<file path="src/rtl/inst_fetch_pkg.sv">
// Shared definitions for the instruction fetch unit.
//   IfuResetPc : default PC loaded on reset
//   IfuInstNop : instruction word presented to decode while no fetch has completed
//   ifu_state_e: fetch FSM state encoding (2-bit)
//   pc_sel_e   : next-PC source select for ifu_pc_reg
package inst_fetch_pkg;

    localparam logic [31:0] IfuResetPc = 32'h8000_0000;
    localparam logic [31:0] IfuInstNop = 32'h0000_0013;

    typedef enum logic [1:0] {
        StIdle = 2'b00,
        StReq  = 2'b01,
        StWait = 2'b10,
        StOut  = 2'b11
    } ifu_state_e;

    typedef enum logic [1:0] {
        PcHold     = 2'b00,
        PcInc      = 2'b01,
        PcRedirect = 2'b10
    } pc_sel_e;

    // Word alignment: the low two address bits are always zero.
    function automatic logic [31:0] align_word(input logic [31:0] addr);
        return {addr[31:2], 2'b00};
    endfunction

endpackage

</file>
<file path="src/rtl/ifu_pc_reg.sv">
// Program counter register for the fetch unit.
//   clk_i          : clock
//   rst_i          : asynchronous active-high reset, loads ResetPc
//   pc_sel_i       : next-PC select (hold / +4 / redirect)
//   redirect_pc_i  : redirect target, low two bits masked off
//   pc_o           : current word-aligned PC
module ifu_pc_reg
    import inst_fetch_pkg::*;
#(
    parameter logic [31:0] ResetPc = IfuResetPc
) (
    input  logic        clk_i,
    input  logic        rst_i,
    input  pc_sel_e     pc_sel_i,
    input  logic [31:0] redirect_pc_i,
    output logic [31:0] pc_o
);

    logic [31:0] pc_d;
    logic [31:0] pc_q;

    always_comb begin
        pc_d = pc_q;
        unique case (pc_sel_i)
            PcInc:      pc_d = pc_q + 32'd4;   // wraps modulo 2^32
            PcRedirect: pc_d = align_word(redirect_pc_i);
            default:    pc_d = pc_q;
        endcase
    end

    always_ff @(posedge clk_i or posedge rst_i) begin
        if (rst_i) begin
            pc_q <= align_word(ResetPc);
        end else begin
            pc_q <= pc_d;
        end
    end

    assign pc_o = pc_q;

endmodule

</file>
<file path="src/rtl/inst_fetch.sv">
// Instruction fetch unit: owns the PC, issues one word read at a time to instruction
// memory, absorbs a variable-latency response and holds the word for decode.
//   clk, rst                    : clock, asynchronous active-high reset
//   imem_req_valid/ready/addr   : read request channel (addr = pc)
//   imem_rsp_valid/data         : single-cycle response pulse, one per accepted request
//   redirect_valid/redirect_pc  : restart fetch at redirect_pc, discarding stale fetches
//   inst_valid/ready            : valid/ready handshake towards decode
//   inst_out/pc_out             : fetched instruction word and its PC
module inst_fetch
    import inst_fetch_pkg::*;
#(
    parameter logic [31:0] RESET_PC = IfuResetPc
) (
    input  logic        clk,
    input  logic        rst,
    output logic        imem_req_valid,
    input  logic        imem_req_ready,
    output logic [31:0] imem_req_addr,
    input  logic        imem_rsp_valid,
    input  logic [31:0] imem_rsp_data,
    input  logic        redirect_valid,
    input  logic [31:0] redirect_pc,
    output logic        inst_valid,
    input  logic        inst_ready,
    output logic [31:0] inst_out,
    output logic [31:0] pc_out
);

    ifu_state_e  state_q, state_d;
    logic        drop_q, drop_d;
    logic [31:0] inst_q, inst_d;
    logic [31:0] pc_out_q, pc_out_d;
    pc_sel_e     pc_sel;
    logic [31:0] pc;

    ifu_pc_reg #(
        .ResetPc (RESET_PC)
    ) u_pc_reg (
        .clk_i         (clk),
        .rst_i         (rst),
        .pc_sel_i      (pc_sel),
        .redirect_pc_i (redirect_pc),
        .pc_o          (pc)
    );

    always_comb begin
        state_d  = state_q;
        drop_d   = drop_q;
        inst_d   = inst_q;
        pc_out_d = pc_out_q;
        pc_sel   = PcHold;
        unique case (state_q)
            StIdle: begin
                state_d = StReq;
            end
            StReq: begin
                if (redirect_valid) begin
                    pc_sel = PcRedirect;
                end
                if (imem_req_ready) begin
                    state_d = StWait;
                    // Request went out with the old PC; its response is stale.
                    if (redirect_valid) begin
                        drop_d = 1'b1;
                    end
                end
            end
            StWait: begin
                if (imem_rsp_valid) begin
                    if (drop_q || redirect_valid) begin
                        drop_d  = 1'b0;
                        state_d = StReq;
                        if (redirect_valid) begin
                            pc_sel = PcRedirect;
                        end
                    end else begin
                        inst_d   = imem_rsp_data;
                        pc_out_d = pc;
                        pc_sel   = PcInc;
                        state_d  = StOut;
                    end
                end else if (redirect_valid) begin
                    // Still one response outstanding: must absorb it before refetching.
                    pc_sel = PcRedirect;
                    drop_d = 1'b1;
                end
            end
            StOut: begin
                if (redirect_valid) begin
                    pc_sel  = PcRedirect;
                    state_d = StReq;
                end else if (inst_ready) begin
                    state_d = StReq;
                end
            end
            default: begin
                state_d = StIdle;
            end
        endcase
    end

    always_ff @(posedge clk or posedge rst) begin
        if (rst) begin
            state_q  <= StIdle;
            drop_q   <= 1'b0;
            inst_q   <= IfuInstNop;
            pc_out_q <= 32'h0;
        end else begin
            state_q  <= state_d;
            drop_q   <= drop_d;
            inst_q   <= inst_d;
            pc_out_q <= pc_out_d;
        end
    end

    assign imem_req_valid = (state_q == StReq);
    assign imem_req_addr  = pc;
    assign inst_valid     = (state_q == StOut);
    assign inst_out       = inst_q;
    assign pc_out         = pc_out_q;

endmodule
</file>
<file path="config.mk">
export PLATFORM = sky130hd
export DESIGN_NAME = inst_fetch
export DESIGN_NICKNAME = d
export VERILOG_FILES = /design/src/rtl/inst_fetch_pkg.sv /design/src/rtl/ifu_pc_reg.sv /design/src/rtl/inst_fetch.sv
export SDC_FILE = /design/constraint.sdc
export NUM_CORES = 1
export LEC_CHECK = 0
export ABC_AREA = 1
export BUFFER_PORTS_ARGS = -buffer_cell sky130_fd_sc_hd__buf_4
export CAP_MARGIN = 20
export CORE_MARGIN = 10
export CORE_UTILIZATION = 50
export DETAILED_ROUTE_END_ITERATION = 10
export HOLD_SLACK_MARGIN = 0.03
export MAX_ROUTING_LAYER = met4
export PLACE_DENSITY = 0.8
export SKIP_CTS_REPAIR_TIMING = 1
export SLEW_MARGIN = 40
export SYNTH_ARGS = -nofsm -noshare
export SYNTH_HDL_FRONTEND = slang
export SYNTH_SLANG_ARGS = --single-unit
</file>
<file path="constraint.sdc">
create_clock -name clk -period 3.8 [get_ports clk]
set_clock_uncertainty 0.1 [all_clocks]
set_input_delay 0.19 -clock clk [delete_from_list [all_inputs] [get_ports clk]]
set_output_delay 0.19 -clock clk [all_outputs]
set_load 0.03 [all_outputs]
</file>
==> flow_summary.json <==
{
  "synth_area_leaders": "dfrtp_1 (47%), nand2_1 (14%), mux2_2 (8.1%), o21ai_0 (5.9%), nor2_1 (5.6%)",
  "syn-cell-area_um2": 4860,
  "worstPathArrival_ps": 3140,
  "end_kind": "flop",
  "drv_slew": 0,
  "drt_iter0_drc": 402,
  "post-route-util_pct": 71.4,
  "synth_seq_cells": 95,
  "r2r_start": "state_q[0]$_DFFE_PP0P_",
  "intPower_mw": 2.38,
  "drive_gt1_share_pct": 29.1,
  "pwr-share-clk_pct": 14.2,
  "fin_area_um2": 6690,
  "p_switching_mw": 2.25,
  "maxSlewHeadroom_pct": 57.5,
  "numPortBuffers": 161,
  "max-clock-path-buffers": 2,
  "ys_seq_area_share_pct": 49.0,
  "fillCellCount": 778,
  "cp.required_ps": 3980,
  "power_mw": 4.63,
  "area_growth_pct": 37.8,
  "dr_total_vias": 4611,
  "clk_pin_slew_worst_paths_ps": 110,
  "hold_end": "u_pc_reg.pc_o[30]$_DFFE_PP0P_",
  "wl_met3_um": 1000,
  "vdd_ir_drop_max_v": 0.000362,
  "rsz0062_at_grt": "false",
  "clock_sinks": 95,
  "start_util_pct": 51.8,
  "hold_path.class": "in -> reg",
  "ios": 168,
  "routed_wl_um": 15800,
  "postSynthAreaPerCell_um2": 8.10,
  "drt-pass1-iter-count": 5,
  "layout_common_cells": "nand2_1 (177), buf_4 (165), dfrtp_1 (91)",
  "detail_route.wl_per_cell_um": 17.1,
  "leakage_nw": 3.47,
  "tns_ps": 0,
  "htreeDepth": 3,
  "cts_inserted_buffers": 9,
  "dr_wl_met2_um": 7580,
  "drt.antenna.violating_nets": 0,
  "dpl.cell_count": 872,
  "whs_ps": 22.3,
  "topRoutingLayerUsed": "met4",
  "hold_depth": 5,
  "power_frac_comb_pct": 50.6,
  "tightest_slew_ps": 637,
  "grt_use_total_pct": 20.9,
  "final_net_count": 864,
  "start_kind": "flop",
  "fin_crit_sh_pct": 78.0,
  "yosysTopAreaCell": "dfrtp_1",
  "hp-start": "redirect_pc[30]",
  "power_density_nw_per_um2": 692,
  "design.core.area_um2": 9370,
  "gp_congestion": 0.933,
  "reg2reg_depth": 13,
  "swShare_pct": 48.6,
  "cts_root_buf": "clkbuf_8",
  "r2r_end": "u_pc_reg.pc_o[26]$_DFFE_PP0P_",
  "antenna_found_initial": 1,
  "setup_violations": 0,
  "dpl_cell_area_um2": 6160,
  "wl_met1_um": 6880,
  "grt_pass1_vias": 4544,
  "yosysWarnings": 0,
  "overflow": 0,
  "grt_max_degree": 90,
  "hold_viol_final": 0,
  "final_common_cell": "nand2_1",
  "fp.dieH_um": 119,
  "fmax_mhz": 337,
  "critPathKind": "reg -> reg",
  "fp.dieW_um": 119,
  "synth_cells": 600,
  "cts_tree": "built",
  "stdcell_count": 923,
  "worstPathMaxFanout": 38,
  "drc_errors": 0,
  "period_needed_ps": 2960,
  "reg2reg_slack_ps": 840,
  "power_frac_seq_pct": 35.2,
  "viasPerCell": 5.00,
  "final.setup.worst_slack_ps": 837,
  "die-area_um2": 14100,
  "insertion_delay_ps": 370,
  "yosysUniqueCellTypes": 31,
  "status": "finished, final reports clean",
  "post-place-ws_ps": 891,
  "grt_first_pass_wirelength_um": 23500,
  "drv_cap": 0,
  "synth_top_cell_area_share_pct": 46.9,
  "dp_hpwl_um": 11100,
  "rows": 35
}
cell usage after synthesis:
| cell type | instances |
|---|---|
| mux2_1 | 1 |
| nor2_1 | 72 |
| buf_2 | 11 |
| nor2_2 | 2 |
| o22ai_1 | 5 |
| nand4_1 | 1 |
| nor3_1 | 2 |
| o2111ai_1 | 1 |
| o21ai_1 | 1 |
| nand2_1 | 177 |
| inv_1 | 54 |
| nand3_1 | 33 |
| ha_1 | 6 |
| nor2_8 | 1 |
| mux2_2 | 35 |
| nand3_2 | 1 |
| inv_2 | 1 |
| clkbuf_1 | 10 |
| buf_1 | 1 |
| dfrtp_1 | 91 |
| nor3b_1 | 1 |
| a21oi_1 | 19 |
| nor2_4 | 2 |
| and2_1 | 3 |
| conb_1 | 1 |
| buf_4 | 4 |
| nand3b_1 | 1 |
| dfstp_2 | 4 |
| o21ai_0 | 57 |
| nand2_4 | 1 |
| nand2_2 | 1 |
final cells by class:
cell class	count	area (µm²)	share of cell area, %
tap	129	161	2.41
clock inverter	7	63.8	0.953
inverter	55	208	3.10
antenna	1	2.50	0.0374
clock buffer	9	124	1.85
timing repair buffer	200	1590	23.8
multi-input combinational	427	2160	32.3
sequential	95	2380	35.6
worst max-delay path by stage:
stage,from,to,slack [ps],cells past startpoint
final,state_q[0]$_DFFE_PP0P_,u_pc_reg.pc_o[26]$_DFFE_PP0P_,840,13
after global routing,state_q[0]$_DFFE_PP0P_,u_pc_reg.pc_o[28]$_DFFE_PP0P_,490,13
after CTS,state_q[0]$_DFFE_PP0P_,u_pc_reg.pc_o[26]$_DFFE_PP0P_,870,13
after detailed placement,state_q[0]$_DFFE_PP0P_,u_pc_reg.pc_o[26]$_DFFE_PP0P_,890,13
after global placement,state_q[0]$_DFFE_PP0P_,u_pc_reg.pc_o[26]$_DFFE_PP0P_,1010,13
after floorplan,rst,drop_q$_DFFE_PP0P_,1040,1
worst max-delay path, cell delays in order, from the launching register on:
cell and delay [ps]:
dfrtp_1 420, inv_1 110, ha_1 250, inv_1 80, nand2_1 110, o21ai_0 80, nor2_1 110, ha_1 560
inv_2 430, buf_4 330, nor2_1 110, nor2_1 50, nand2_1 90, nand2_1 50
kinds of logic after synthesis:
| group | Yosys count | share of synthesized area (%) |
|---|---|---|
| compound gates | 83 | 8.76 |
| fa+ha+maj | 6 | 1.55 |
| buf+inv | 81 | 6.85 |
| flops | 95 | 49.0 |
| mux | 36 | 8.35 |
| other cells | 1 | 0.0772 |
| simple gates | 298 | 25.4 |
per-layer routing:
layer,vias to the layer above,GRT usage [%]
li1,2286,-
met1,2129,26.1
met2,171,33.0
met3,25,4.90
met4,0,6.03
met5,-,-
registers in the layout, summed over array words and instances, names as in the netlist:
signal         flops
pc_out            30
state_q            2
drop_q             1
u_pc_reg.pc_o     30
inst_out          32
power by group through the flow:
stage	combinational (mW)	clock, mW	sequential (mW)
after detailed placement	2.30	0	1.64
after global placement	2.25	0	1.63
after CTS	2.31	0.665	1.62
after global routing	2.55	0.716	1.68
after floorplan	0.946	0	2.13
final	2.34	0.660	1.63
(Power assumes the default switching activity.)
